$ cat config.mk
export PLATFORM = sky130hd
export DESIGN_NAME = linear_transfomation_ctrl
export DESIGN_NICKNAME = d
export VERILOG_FILES = /design/src/rtl/linear_transfomation_ctrl.sv
export SDC_FILE = /design/constraint.sdc
export NUM_CORES = 1
export LEC_CHECK = 0
export CAP_MARGIN = 15
export CORE_ASPECT_RATIO = 0.7
export CORE_MARGIN = 1
export CORE_UTILIZATION = 25
export DETAILED_ROUTE_END_ITERATION = 8
export PLACE_DENSITY = 0.5
export SETUP_SLACK_MARGIN = 0.02
export SYNTH_ARGS = -nofsm -noshare
export SYNTH_HDL_FRONTEND = slang
export SYNTH_SLANG_ARGS = --single-unit
$ cat constraint.sdc
create_clock -name clock -period 34.3 [get_ports clock]
set_clock_uncertainty 0.15 [all_clocks]
set_input_delay 5.145 -clock clock [delete_from_list [all_inputs] [get_ports clock]]
set_output_delay 5.145 -clock clock [all_outputs]
set_load 0.1 [all_outputs]
$ cat src/rtl/linear_transfomation_ctrl.sv
// Coefficient sequencer: a shadow bank of 16 control points is copied to the active bank on a frame boundary.
// Define LT_MONO_CHECK_EN to reject non-monotonic shadow banks at commit time.
module linear_transfomation_ctrl #(
  parameter int DSIZE   = 12,
  parameter int DM      = 16,
  parameter int TIMEOUT = 64
) (
  input  logic                  clock,
  input  logic                  rst,
  input  logic                  cfg_wr,
  input  logic [3:0]            cfg_addr,
  input  logic [DSIZE-1:0]      cfg_data,
  input  logic                  cfg_commit,
  output logic                  cfg_busy,
  input  logic                  frame_sync,
  output logic                  cal_begin,
  input  logic                  cal_valid,
  output logic [16*DSIZE-1:0]   coef_bus,
  output logic                  swap_done,
  output logic                  err_timeout,
  output logic                  err_mono
);

  // state      | meaning
  // IDLE       | shadow bank writable, waiting for cfg_commit
  // CHECK      | stepping monotonic compares over the shadow bank
  // WAIT_FRAME | waiting for frame_sync to copy shadow to active
  // CALC       | cal_begin issued, waiting for cal_valid or timeout
  // DONE       | one-cycle swap_done

  localparam int CW = $clog2(TIMEOUT + 1);

  typedef enum logic [2:0] {
    IDLE       = 3'd0,
    CHECK      = 3'd1,
    WAIT_FRAME = 3'd2,
    CALC       = 3'd3,
    DONE       = 3'd4
  } state_t;

  state_t state, state_nxt;

  logic [DSIZE-1:0] shadow [16];
  logic [DSIZE-1:0] active [16];
  logic [CW-1:0]    wait_cnt;
  logic [CW-1:0]    wait_cnt_inc;

  logic commit_acc;
  logic frame_load;
  logic calc_done;
  logic calc_timeout;

  logic busy_nxt;
  logic cal_begin_nxt;
  logic swap_done_nxt;
  logic err_timeout_nxt;

  function automatic logic [DSIZE-1:0] ident_point(input int k);
    return DSIZE'(DM * k);
  endfunction

  assign wait_cnt_inc = wait_cnt + CW'(1);
  assign commit_acc   = (state == IDLE) && cfg_commit;
  assign frame_load   = (state == WAIT_FRAME) && frame_sync;
  // cal_valid coincident with cal_begin belongs to a previous calculation
  assign calc_done    = (state == CALC) && !cal_begin && cal_valid;
  assign calc_timeout = (state == CALC) && !calc_done && (wait_cnt_inc == CW'(TIMEOUT));

`ifdef LT_MONO_CHECK_EN
  logic [3:0] chk_idx;
  logic       mono_ok;
  logic       err_mono_nxt;

  assign mono_ok = shadow[chk_idx] >= shadow[chk_idx - 4'd1];
`else
  assign err_mono = 1'b0;
`endif

  always_ff @(posedge clock or posedge rst) begin
    if (rst) state <= IDLE;
    else     state <= state_nxt;
  end

  always_comb begin
    state_nxt = state;
    case (state)
      IDLE: begin
        if (cfg_commit) begin
`ifdef LT_MONO_CHECK_EN
          state_nxt = CHECK;
`else
          state_nxt = WAIT_FRAME;
`endif
        end
      end
`ifdef LT_MONO_CHECK_EN
      CHECK: begin
        if (!mono_ok)              state_nxt = IDLE;
        else if (chk_idx == 4'd15) state_nxt = WAIT_FRAME;
      end
`endif
      WAIT_FRAME: if (frame_sync) state_nxt = CALC;
      CALC: begin
        if (calc_done)         state_nxt = DONE;
        else if (calc_timeout) state_nxt = IDLE;
      end
      DONE:    state_nxt = IDLE;
      default: state_nxt = IDLE;
    endcase
  end

  always_comb begin
    busy_nxt        = (state_nxt != IDLE);
    cal_begin_nxt   = (state_nxt == CALC) && (state != CALC);
    swap_done_nxt   = (state_nxt == DONE);
    err_timeout_nxt = err_timeout;
    if (commit_acc)        err_timeout_nxt = 1'b0;
    else if (calc_timeout) err_timeout_nxt = 1'b1;
`ifdef LT_MONO_CHECK_EN
    err_mono_nxt = err_mono;
    if (commit_acc)                       err_mono_nxt = 1'b0;
    else if ((state == CHECK) && !mono_ok) err_mono_nxt = 1'b1;
`endif
  end

  always_ff @(posedge clock or posedge rst) begin
    if (rst) begin
      cfg_busy    <= 1'b0;
      cal_begin   <= 1'b0;
      swap_done   <= 1'b0;
      err_timeout <= 1'b0;
      wait_cnt    <= '0;
    end else begin
      cfg_busy    <= busy_nxt;
      cal_begin   <= cal_begin_nxt;
      swap_done   <= swap_done_nxt;
      err_timeout <= err_timeout_nxt;
      if (state == CALC) wait_cnt <= wait_cnt_inc;
      else               wait_cnt <= '0;
    end
  end

`ifdef LT_MONO_CHECK_EN
  always_ff @(posedge clock or posedge rst) begin
    if (rst) begin
      err_mono <= 1'b0;
      chk_idx  <= 4'd0;
    end else begin
      err_mono <= err_mono_nxt;
      if (commit_acc)          chk_idx <= 4'd1;
      else if (state == CHECK) chk_idx <= chk_idx + 4'd1;
    end
  end
`endif

  // Writes are gated on IDLE so a commit in flight sees a frozen bank
  always_ff @(posedge clock or posedge rst) begin
    if (rst) begin
      for (int k = 0; k < 16; k++) begin
        shadow[k] <= ident_point(k);
        active[k] <= ident_point(k);
      end
    end else begin
      if (cfg_wr && (state == IDLE)) shadow[cfg_addr] <= cfg_data;
      if (frame_load) begin
        for (int k = 0; k < 16; k++) active[k] <= shadow[k];
      end
    end
  end

  for (genvar g = 0; g < 16; g++) begin : g_coef
    assign coef_bus[g*DSIZE +: DSIZE] = active[g];
  end

endmodule
## Word level (Yosys, flattened, before mapping)

Index checks and enable logic that the tools add are counted.

| word-level totals | value |
|---|---|
| register bits | 398 |
| bits of input ports | 22 |
| output and inout bits | 197 |
| logic and storage cells | 73 |

| cells by class | value |
|---|---|
| add/subtract/negate cells | 1 |
| order comparisons | 2 |
| equal/unequal tests | 6 |
| muxes and demuxes | 11 |
| bitwise gates (word level) | 1 |
| reduce and logical (&&, ||, !) cells | 14 |

Operators with widths:

| operator | number |
|---|---|
| 192-bit bitwise mux | 1 |
| 12-bit demux with 4-bit select | 1 |
| 12-bit 2-to-1 mux | 1 |
| 3-bit 2-to-1 mux | 4 |
| 3-bit by 2-bit equality test with 1-bit output (second input constant) | 3 |
| 1-bit logical AND | 9 |
| 3-bit one-hot mux with 3 select lines | 1 |
| 7-bit by 1-bit adder with 7-bit output (second input constant) | 1 |
| 7-bit equality test (second input constant) | 1 |
| 7-bit 2-to-1 mux | 1 |
| 5-bit >= comparator (second input constant) | 1 |
| 5-bit by 1-bit < comparator with 1-bit output (second input constant) | 1 |
| 4-bit NOT with 5-bit output | 1 |
| 3-bit equality test (second input constant) | 1 |
| 3-bit zero test | 1 |
| 3-bit by 2-bit inequality test with 1-bit output (second input constant) | 1 |
| 3-bit nonzero test | 1 |
| 1-bit zero test | 2 |
| 1-bit 2-to-1 mux | 2 |
| 2-bit nonzero test | 1 |

## Logic depth before layout (Yosys ltp)

Gate-level depths: netlist of run 1.

| depth | value |
|---|---|
| depth after elaboration | 11 |
| gate-level depth with buffers | 6 |
| mapped depth without buffers | 6 |

## Worst setup path before layout of run 1

Ideal clock, no wire load.

| timing | value |
|---|---|
| path kind | input-to-reg |
| from | input cfg_wr |
| to | register shadow[156] (netlist bit) |
| arrival | 6.603 ns |
| setup slack | 27.422 ns |
| cell stages on the path | 5 |
| path buffers | 1 |
| cells stage by stage | nor4b_2 or3b_4 nor3b_4 buf_6 mux2_2 |

| on the way | value |
|---|---|
| word-level cells in the longest chain between the ends | 1 |

Ends and longest elaborated chain:

| element | RTL line | text |
|---|---|---|
| start: declaration | 10 | `input logic cfg_wr,` |
| 1-bit logical AND | 164 | `if (cfg_wr && (state == IDLE)) shadow[cfg_addr] <= cfg_data;` |
| end signal: indexed assignment | 160 | `shadow[k] <= ident_point(k);` |
| end signal: indexed assignment | 164 |  |
| end: declaration | 43 | `logic [DSIZE-1:0] shadow [16];` |

Every way passes these cells.
A chain may end at the register's enable or synchronous reset.

## Worst setup path after layout of run 1

| timing | value |
|---|---|
| from | register active, in the netlist coef_bus[139] |
| to | output coef_bus[139] |

RTL lines:

| element | RTL line | text |
|---|---|---|
| start: declaration | 44 | `logic [DSIZE-1:0] active [16];` |
| start signal: indexed assignment | 161 | `active[k] <= ident_point(k);` |
| end: declaration | 18 | `output logic [16*DSIZE-1:0] coef_bus,` |

No word-level cell between the ends.

==> flow_summary.toml, run 1 <==
[worst_setup_path]
arrival_ns = 2.26
worstPathMaxFanout = 2
required_ns = 29.00
crit_chain = "clkdlybuf4s50_1"
cp_slowest_cell = "clkdlybuf4s50_1"
startpoint_type = "flip-flop"
cp_num_buf_inv = 1
slowest_delay_ns = 1.17
criticalPathCategory = "reg -> out"
crit_path_end_kind = "output port"
critPathTopFamily = "buffers and inverters"

[cells_and_area]
drive_gt1_share_pct = 46.2
final_common_cell = "mux2_2"
seq_area_um2 = 10000
mostFrequentLayoutCells = "mux2_2, dfrtp_1, clkdlybuf4s50_1"
fill_cells = 5760
area_delta_synth_final_pct = 30.2
nets = 1161
multi_input_area_um2 = 4810

[clocking]
holdBufCountCts = 0
cts_sinks = 398
clockRootBuffer = "clkbuf_16"
clk_latency_ns = 0.55
cts_tree = "yes"
numCtsBuffers = 41
cts_max_level = 2
cts_max_path_buffers = 3
postCtsSetupBuffers = 0
clk_pin_slew_worst_paths_ns = 0.06
cts-resized-gates = 0

[sta]
final.min_clock_period_ns = 7.55
rsz0062_at_grt = "no"
fin_crit_sh_pct = 22.0
tns_ns = 0
drv_slew = 0
max_clock_freq_mhz = 132
relSlewSlack_pct = 27.1
hold_slack_ns = 0.330
hold_viol = 0
tightest_slew_ns = 1.09
finalSetupViolCount = 0

[die]
fp.dieH_um = 207
die_area_um2 = 61300
dieWidth_um = 296
row_count = 74
core_um2 = 59000
ios = 219
start_util_pct = 25.6

[yosys]
yosysWarnings = 0
syn_inst = 909
syn_nets = 933
ys_ff_latch = 398
syn_area_um2 = 15100
yosysSeqAreaShare_pct = 66.6
syn_avg_cell_area_um2 = 16.6
synth_cell_types = 38

[global_route]
grt_antenna_before_repair = 5
grt_pass1_vias = 8813
grt_usage_pct = 12.7
grt_max_degree = 152
gr-total-overflow = 0
grt_pass1_wl_um = 57900

[detailed_routing]
wl_per_cell_um = 19.4
routed_wl_um = 38300
drtIter0Drc = 315
drcViolationCount = 0
ant_nets = 0
vias = 8232
vias_per_cell = 4.18
dr.pass1.iters = 4

[job]
drv_cap = 0

[status]
status = "completed"

[worst_hold_path]
hold_path_class = "reg -> reg"

[placement]
gp_congestion = 0.688
numPortBuffers = 217
dp_hpwl_um = 23800
==> area by class of cell <==
cell class                 count  area share [%]
antenna                        2          0.0255
clock buffer                  67            6.55
clock inverter                 9           0.650
inverter                       1          0.0574
multi-input combinational    459            24.5
sequential                   398            51.1
tap                          798            5.09
timing repair buffer         236            12.0
==> registers in the layout (all words and copies together), names as in the netlist <==
| name | flops |
|---|---|
| err_timeout | 1 |
| shadow | 192 |
| cal_begin | 1 |
| wait_cnt | 7 |
| cfg_busy | 1 |
| swap_done | 1 |
| state | 3 |
| coef_bus | 192 |
==> final timing paths <==
| kind | start | endpoint | slack, ns | cells past startpoint |
|---|---|---|---|---|
| max | coef_bus[139] | coef_bus[139] | 26.75 | 1 |
| min | shadow[179] | shadow[179] | 0.33 | 1 |
| max reg2reg | state[2] | coef_bus[86] | 31.29 | 4 |
| min reg2reg | shadow[179] | shadow[179] | 0.33 | 1 |
| max in group asynchronous | rst | coef_bus[166] | 26.81 | 4 |
| min in group asynchronous | rst | coef_bus[149] | 4.94 | 2 |
==> kinds of logic (layout without fill, tap and decap cells) <==
logic type               Yosys count  after routing  synth area share (%)
buffers and inverters             52            313                  1.62
other                              1              3                0.0249
multiplexers                     384            384                  28.7
adder cells (fa/ha/maj)            2              2                 0.166
XOR/XNOR                           6              6                 0.348
AND/OR/NAND/NOR                   55             55                  2.06
flip-flops                       398            398                  66.6
AO/OA/AOI/OAI                     11             11                 0.539
==> per-layer routing <==
metal	part of all wire, %	track usage, %	up-vias	wire length [µm]
met1	47	17.6	4343	18000
li1	-	-	3669	-
met2	45	19.1	167	17100
met5	0	0	-	0
met4	2.2	3.77	0	844
met3	6.2	3.55	53	2360
==> synthesized netlist by cell type (all sizes together) <==
cell	number	share of area (%)
o21bai	1	0.050
or3b	1	0.075
o21ai	1	0.033
o31ai	1	0.050
nor2	15	0.37
nor2b	3	0.12
a21o	1	0.050
nor3b	2	0.25
clkbuf	24	0.60
nand3	5	0.17
dfstp	64	11
buf	27	1.0
o22ai	1	0.042
nand2b	1	0.042
nor4b	1	0.10
a311oi	1	0.058
inv	1	0.025
a21oi	1	0.033
xor2	4	0.23
and3b	1	0.058
conb	1	0.025
o32ai	1	0.058
nand2	17	0.42
and2b	1	0.050
mux2	384	29
xnor2	2	0.12
a221o	1	0.066
dfrtp	334	55
nor3	3	0.17
a21boi	2	0.10
ha	2	0.17
and3	4	0.17
and4	1	0.058
==> per-stage QoR <==
step	instances	utilization, %	cell area [µm²]	setup WS, ns
after global placement	1890	30.8	18200	25.92
after floorplan	909	-	15100	18.04
after CTS	1966	33.2	19600	26.48
after detailed placement	1890	30.8	18200	25.87
final	1970	33.3	19600	26.75
after global routing	1969	33.3	19600	26.37
Power of run 1 is left out: the tool's default activity adds up to more than one toggle a clock period on the data nets, which glitch-free logic cannot reach.
==> inputs of run 2 (changes only) <==
Clock period 34.3 ns to 7.86 ns, I/O delays scaled along.
==> flow_summary.toml, run 2 (synthesis results as in run 1) <==
[detailed_routing]
drcViolationCount = 0
drtIter0Drc = 258
vias_per_cell = 4.20
vias = 8278
routed_wl_um = 38400
ant_nets = 0
dr.pass1.iters = 4
wl_per_cell_um = 19.5

[sta]
tightest_slew_ns = 1.11
final.min_clock_period_ns = 3.61
hold_viol = 0
fin_crit_sh_pct = 46.0
rsz0062_at_grt = "no"
finalSetupViolCount = 0
fin_ws_ns = 4.25
relSlewSlack_pct = 26.1
drv_slew = 0
hold_slack_ns = 0.339
max_clock_freq_mhz = 277
tns_ns = 0

[global_route]
grt_pass1_vias = 8694
grt_antenna_before_repair = 3
grt_usage_pct = 12.6
gr-total-overflow = 0
grt_pass1_wl_um = 57700
grt_max_degree = 176

[clocking]
cts_max_path_buffers = 3
postCtsSetupBuffers = 0
cts_tree = "yes"
cts-resized-gates = 0
numCtsBuffers = 43
clk_pin_slew_worst_paths_ns = 0.06
clk_latency_ns = 0.56
cts_sinks = 398
cts_max_level = 2
clockRootBuffer = "clkbuf_16"
holdBufCountCts = 0

[worst_setup_path]
worst_r2r_endpoint = "coef_bus[158]"
criticalPathCategory = "reg -> out"
slowest_delay_ns = 1.16
arrival_ns = 2.28
cp_num_buf_inv = 1
crit_chain = "clkdlybuf4s50_1"
crit_path_end_kind = "output port"
required_ns = 6.53
worstPathMaxFanout = 2
r2r-start = "state[2]"
cp_slowest_cell = "clkdlybuf4s50_1"
startpoint_type = "flip-flop"
critPathTopFamily = "buffers and inverters"
r2r_slack_ns = 4.86
ff2ff_path_depth = 4

[placement]
place_ws_ns = 3.75
dp_hpwl_um = 23800
dp_cells = 1888
gp_congestion = 0.698
numPortBuffers = 217

[die]
row_count = 74
core_um2 = 59000
dieWidth_um = 296
die_area_um2 = 61300
start_util_pct = 25.6
fp.dieH_um = 207
ios = 219

[cells_and_area]
stdcell_count = 1971
mostFrequentLayoutCells = "mux2_2, dfrtp_1, clkdlybuf4s50_1"
final_common_cell = "mux2_2"
nets = 1160
area_delta_synth_final_pct = 30.1
drive_gt1_share_pct = 46.5

[status]
status = "completed"

[worst_hold_path]
worstHoldStart = "shadow[165]"
hold_path_depth = 1
hold_path_class = "reg -> reg"
whs_endpoint = "shadow[165]"

[job]
drv_cap = 0
[run 2: metrics by stage]
| stage | util (%) | area (µm²) |
|---|---|---|
| after floorplan | - | 15100 |
| after global placement | 30.8 | 18200 |
| after detailed placement | 30.8 | 18200 |
| after CTS | 33.2 | 19600 |
| after global routing | 33.3 | 19600 |
| final | 33.3 | 19600 |
[run 2: final cells by class]
type | count | area [µm²]
Antenna cell | 2 | 5.00
Clock buffer | 63 | 1250
Clock inverter | 17 | 189
Fill cell | 5795 | 39400
Inverter | 1 | 7.51
Multi-Input combinational cell | 459 | 4810
Sequential cell | 398 | 10000
Tap cell | 798 | 998
Timing Repair Buffer | 233 | 2320
[run 2: worst max-delay path by stage]
| stage | startpoint | to | slack, ns | depth (start not counted) |
|---|---|---|---|---|
| 3_3_place_gp | cfg_wr | shadow[162] | 3.76 | 5 |
| 6_report | coef_bus[90] | coef_bus[90] | 4.25 | 1 |
| 3_5_place_dp | cfg_wr | shadow[162] | 3.75 | 5 |
| 5_1_grt | coef_bus[90] | coef_bus[90] | 4.18 | 1 |
| 4_1_cts | coef_bus[90] | coef_bus[90] | 4.19 | 1 |
| 2_1_floorplan | rst | cal_begin | 1.23 | 1 |
[run 2: layer usage]
layer	up-vias	global-route usage, %	part of all wire (%)
met5	-	0	0
met2	171	18.7	44
met4	0	3.31	1.8
met1	4395	18.1	49
li1	3660	-	-
met3	52	3.32	5.4
Power of run 2 is left out for the same reason.
